[config.mk]
export PLATFORM = sky130hd
export DESIGN_NAME = rx_pixel_sink
export DESIGN_NICKNAME = d
export VERILOG_FILES = /design/src/rtl/rx_pixel_sink.sv
export SDC_FILE = /design/constraint.sdc
export NUM_CORES = 1
export LEC_CHECK = 0
export BUFFER_PORTS_ARGS = -buffer_cell sky130_fd_sc_hd__buf_4
export CAP_MARGIN = 15
export CORE_MARGIN = 2
export CORE_UTILIZATION = 39
export DETAILED_ROUTE_END_ITERATION = 6
export HOLD_SLACK_MARGIN = 0.03
export SLEW_MARGIN = 30
export SYNTH_ARGS = -nofsm -noshare
export SYNTH_HDL_FRONTEND = slang
export SYNTH_SLANG_ARGS = --single-unit
export TNS_END_PERCENT = 50
[constraint.sdc]
create_clock -name horizontal_clock -period 2.7 [get_ports horizontal_clock]
set_input_delay 0.405 -clock horizontal_clock [delete_from_list [all_inputs] [get_ports horizontal_clock]]
set_output_delay 0.405 -clock horizontal_clock [all_outputs]
set_load 0.03 [all_outputs]
[src/rtl/rx_pixel_sink.sv]
// rx_pixel_sink: captures the horizontal-sync pixel stream into frame-buffer writes, tracks row/column,
//   flags short/long lines and reports line and frame completion.
// Latency: one cycle from the sampling edge to wr_en/wr_addr/wr_data and to the line pulses.
// Backpressure: none; the frame-buffer port must accept one write per cycle.
//
// Optional feature macro: RX_BMP_FLIP_EN
//   Defined: rows are stored bottom-up (BMP order).
//   Undefined: rows are stored top-down.
//
// Ports:
//   horizontal_clock   rising-edge clock
//   horizontal_reset   asynchronous, active-low reset
//   horizontal_sync    high = r/g/b carry a pixel, low = blanking
//   r, g, b            8-bit pixel components
//   wr_en/wr_addr/wr_data  frame-buffer write port, data = {r,g,b}
//   line_done          one-cycle pulse per closed line
//   frame_done         sticky, set when the last line closes
//   line_error         one-cycle pulse on a short or long line
//   error_seen         sticky OR of line_error
//   row, column        current line index and pixels accepted in it
module rx_pixel_sink #(
  parameter int WIDTH  = 768,
  parameter int HEIGHT = 512,
  parameter int ADDR_W = 19
) (
  input  logic              horizontal_clock,
  input  logic              horizontal_reset,
  input  logic              horizontal_sync,
  input  logic [7:0]        r,
  input  logic [7:0]        g,
  input  logic [7:0]        b,
  output logic              wr_en,
  output logic [ADDR_W-1:0] wr_addr,
  output logic [23:0]       wr_data,
  output logic              line_done,
  output logic              frame_done,
  output logic              line_error,
  output logic              error_seen,
  output logic [9:0]        row,
  output logic [9:0]        column
);

  typedef enum logic [1:0] {IDLE, ACTIVE, BLANK, DONE} state_t;

  localparam logic [9:0] WIDTH_C  = 10'(WIDTH);
  localparam logic [9:0] LAST_COL = 10'(WIDTH - 1);
  localparam logic [9:0] LAST_ROW = 10'(HEIGHT - 1);

  state_t              state_q, state_d;
  logic [9:0]          row_q, row_d;
  logic [9:0]          column_q, column_d;
  // Set once the current line has dropped a pixel, so the long-line error fires only once.
  logic                long_q, long_d;
  logic                wr_en_q, wr_en_d;
  logic [ADDR_W-1:0]   wr_addr_q, wr_addr_d;
  logic [23:0]         wr_data_q, wr_data_d;
  logic                line_done_q, line_done_d;
  logic                frame_done_q, frame_done_d;
  logic                line_error_q, line_error_d;
  logic                error_seen_q, error_seen_d;

  logic                accept;
  logic                fall_close;
  logic [ADDR_W-1:0]   row_term;
  logic [ADDR_W-1:0]   pix_addr;

  always_comb begin
`ifdef RX_BMP_FLIP_EN
    row_term = ADDR_W'(HEIGHT - 1) - ADDR_W'(row_q);
`else
    row_term = ADDR_W'(row_q);
`endif
    pix_addr = row_term * ADDR_W'(WIDTH) + ADDR_W'(column_q);
  end

  always_comb begin
    state_d      = state_q;
    row_d        = row_q;
    column_d     = column_q;
    long_d       = long_q;
    wr_en_d      = 1'b0;
    wr_addr_d    = wr_addr_q;
    wr_data_d    = wr_data_q;
    line_done_d  = 1'b0;
    line_error_d = 1'b0;
    frame_done_d = frame_done_q;
    accept       = 1'b0;
    fall_close   = 1'b0;

    case (state_q)
      IDLE, BLANK: begin
        // The sample that opens a line is itself a pixel.
        if (horizontal_sync) begin
          state_d = ACTIVE;
          accept  = (column_q < WIDTH_C);
        end
      end
      ACTIVE: begin
        if (horizontal_sync) begin
          if (column_q < WIDTH_C) begin
            accept = 1'b1;
          end else begin
            // Long line: drop the pixel, report only the first drop.
            line_error_d = ~long_q;
            long_d       = 1'b1;
          end
        end else begin
          fall_close = 1'b1;
        end
      end
      default: ;
    endcase

    if (accept) begin
      wr_en_d   = 1'b1;
      wr_addr_d = pix_addr;
      wr_data_d = {r, g, b};
      column_d  = column_q + 10'd1;
      // The last line closes on its final pixel without waiting for sync to fall.
      if (row_q == LAST_ROW && column_q == LAST_COL) begin
        line_done_d  = 1'b1;
        frame_done_d = 1'b1;
        state_d      = DONE;
      end
    end

    if (fall_close) begin
      line_done_d  = 1'b1;
      line_error_d = (column_q < WIDTH_C);
      column_d     = 10'd0;
      long_d       = 1'b0;
      if (row_q == LAST_ROW) begin
        frame_done_d = 1'b1;
        state_d      = DONE;
      end else begin
        row_d   = row_q + 10'd1;
        state_d = BLANK;
      end
    end

    error_seen_d = error_seen_q | line_error_d;
  end

  always_ff @(posedge horizontal_clock or negedge horizontal_reset) begin
    if (!horizontal_reset) begin
      state_q      <= IDLE;
      row_q        <= '0;
      column_q     <= '0;
      long_q       <= 1'b0;
      wr_en_q      <= 1'b0;
      wr_addr_q    <= '0;
      wr_data_q    <= '0;
      line_done_q  <= 1'b0;
      frame_done_q <= 1'b0;
      line_error_q <= 1'b0;
      error_seen_q <= 1'b0;
    end else begin
      state_q      <= state_d;
      row_q        <= row_d;
      column_q     <= column_d;
      long_q       <= long_d;
      wr_en_q      <= wr_en_d;
      wr_addr_q    <= wr_addr_d;
      wr_data_q    <= wr_data_d;
      line_done_q  <= line_done_d;
      frame_done_q <= frame_done_d;
      line_error_q <= line_error_d;
      error_seen_q <= error_seen_d;
    end
  end

  assign wr_en      = wr_en_q;
  assign wr_addr    = wr_addr_q;
  assign wr_data    = wr_data_q;
  assign line_done  = line_done_q;
  assign frame_done = frame_done_q;
  assign line_error = line_error_q;
  assign error_seen = error_seen_q;
  assign row        = row_q;
  assign column     = column_q;

endmodule

==> impl_metrics.json <==
{
  "leakage_nw": 2.31,
  "stdcell_count": 561,
  "cts.sinks": 71,
  "drcViolationCount": 0,
  "ys_types": 40,
  "cap_violations": 0,
  "syn_to_final_growth_pct": 29.2,
  "port_buffers": 94,
  "hold_path.class": "in2async",
  "timing.final.hold_violations": 0,
  "cts_buffers": 9,
  "relSlewSlack_pct": 58.0,
  "wire_per_inst_um": 13.0,
  "pwr-share-comb_pct": 49.3,
  "outcome": "complete, no violations",
  "finalSetupViolations": 0,
  "yosysSeqAreaShare_pct": 52.0,
  "syn-instance-count": 356,
  "synth-main-ff-cell": "dfrtp_1",
  "ant_nets": 0,
  "fin_setup_tns_ps": 0,
  "drt_iter0_markers": 88,
  "worstSkewPairLatency_ps": 340,
  "track_usage_pct": 16.0,
  "cts_root_buf": "clkbuf_8",
  "finClkSkew_ps": 9.61,
  "synth_area_leaders": "dfrtp_1, nand2_1, ha_1, xnor2_1, xor2_1",
  "fin_area_um2": 4420,
  "grt_antenna_before_repair": 0,
  "syn_nets": 398,
  "grt_pass1_vias": 2518,
  "viasPerCell": 4.71,
  "cts_tree": "done",
  "htree_levels": 3,
  "nets": 490,
  "cts_hold_buf": 0,
  "grt_pass1_wl_um": 12500,
  "synth_async_sr_flop_share_pct": 100,
  "criticalPathCategory": "reg2reg",
  "synth_edf_count": 0,
  "post_cts_buffers": 0,
  "die_w_um": 97.6,
  "ys_ff_latch": 71,
  "diodes": 0,
  "row_count": 34,
  "power_density_nw_per_um2": 1050,
  "dr.pass1.iters": 4,
  "place_inst": 545,
  "synthesis.area_um2": 3420,
  "seqPwrFrac_pct": 34.4,
  "rsz0062_at_grt": "no",
  "num_vias": 2640,
  "peakVddDrop_mv": 0.607,
  "io_pins": 95,
  "p_int_w": 0.00258,
  "power_frac_clock_pct": 16.2,
  "dpl.hpwl_um": 5130,
  "worst_setup_hold_path_clk_slew_ps": 80,
  "core_area_um2": 8590,
  "start_kind": "flop",
  "drive_above_1_share_pct": 28.5,
  "fillerInstances": 826,
  "arrival_ps": 2800,
  "start_util_pct": 39.8,
  "drv_slew": 0,
  "swShare_pct": 44.5,
  "grt-ovfl-total": 0,
  "yosysWarnings": 0,
  "final_util_pct": 51.4,
  "cts.path.max_buffers": 2,
  "cp.required_ps": 2900,
  "avgSynthCellArea_um2": 9.60,
  "place_area_um2": 4210,
  "place_congestion": 0.748,
  "synth.largest_area_cell": "dfrtp_1",
  "die_area_um2": 9530,
  "yosys.area.top_type_share_pct": 52.0,
  "grt_max_degree": 72,
  "synth_common_cells": "nand2_1, dfrtp_1, xnor2_1, nor2_1",
  "tightest_slew_ps": 630,
  "die_h_um": 97.6,
  "end_kind": "flop",
  "holdWs_ps": 66.1,
  "final.min_clock_period_ps": 2590,
  "synth.most_common_cell": "nand2_1",
  "max_freq_mhz": 386,
  "path_max_fanout": 6,
  "finalWirelength_um": 7280,
  "power.switching_w": 0.00207,
  "fin_crit_sh_pct": 96.1
}
power by group through the flow:
stage	Clock [W]	Sequential [W]	Combinational, W
after floorplan	0	0.00218	0.000941
after global placement	0	0.00161	0.00227
after detailed placement	0	0.00162	0.00231
after CTS	0.000796	0.00160	0.00231
after global routing	0.000846	0.00165	0.00250
final	0.000755	0.00160	0.00229
layer usage:
metal  global-route usage [%]  vias up  part of all wire (%)
met2                     24.6       74                    44
met5                        0        -                     0
met3                     2.88       10                   5.7
met4                     5.45        0                   1.4
li1                         -     1344                     -
met1                     22.9     1212                    49
final cells by class:
| cell class | count | area, um^2 | share of cell area, % |
|---|---|---|---|
| repair buffers | 101 | 762 | 17.3 |
| well taps | 108 | 135 | 3.06 |
| clock buffers | 11 | 141 | 3.20 |
| multi-input cells | 259 | 1540 | 35.0 |
| inverters | 6 | 22.5 | 0.510 |
| clock inverters | 5 | 33.8 | 0.765 |
| flip-flops and latches | 71 | 1780 | 40.2 |
through the flow:
step	worst slack, ps	total power [W]
after floorplan	44.6	0.00312
after global placement	142	0.00388
after detailed placement	91.8	0.00393
after CTS	67.0	0.00471
after global routing	6.77	0.00499
final	106	0.00465
worst max-delay path, cell delays in order, from the launching register on:
cell      delay [ps]
dfrtp_1          400
ha_2             240
fa_1             410
a21o_1           240
a221oi_2         320
xnor2_2          200
nand4_4          160
nor4_4           290
xnor2_1          140
o21ai_1           70
flip-flops by register name, indices dropped and copies added (netlist names):
| register | cells |
|---|---|
| row | 10 |
| frame_done | 1 |
| line_error | 1 |
| wr_en | 1 |
| wr_data | 24 |
| line_done | 1 |
| state_q | 2 |
| error_seen | 1 |
| wr_addr | 19 |
| long_q | 1 |
| column | 10 |
timing repair:
action / in CTS / in global routing
gates resized for setup: 0 / 4
setup endpoints to repair: 0 / 2
endpoints found under the hold margin: 0 / 0
kinds of logic after synthesis:
| logic type | count (synthesis) | synth area share (%) |
|---|---|---|
| AOI/OAI and AO/OA | 38 | 7.69 |
| xor gates and xnor gates | 32 | 8.42 |
| adders and majority gates | 15 | 5.93 |
| buffers and inverters | 26 | 3.88 |
| DFF | 71 | 52.0 |
| muxes | 1 | 0.329 |
| and+or+nand+nor | 173 | 21.8 |
worst paths after layout:
kind / cells after the start / startpoint / endpoint / slack, ps
worst max-delay path: 9 / row[0] / wr_addr[18] / 110
worst min-delay path: 1 / horizontal_reset / wr_en / 70
worst max register to register: 9 / row[0] / wr_addr[18] / 110
worst min register to register: 1 / frame_done / frame_done / 460
max in group asynchronous: 1 / horizontal_reset / row[2] / 2200
min in group horizontal_clock: 3 / r[7] / wr_data[23] / 250
placed cells by master, fill, tap and decap left out, types with 3 or more instances in the layout:
cell and count:
dfrtp_1 71, nand2_1 123, and3_1 5, buf_4 100, o21ai_0 8, ha_1 12
a21oi_1 7, inv_1 6, xor2_1 13, o21ai_1 4, a21o_1 7, nand3_1 7
nor2_1 16, clkbuf_8 10, nor2b_1 4, xnor2_1 17, or3_1 3, nand4_1 5
Note: power is estimated with default switching activity, not from simulation.
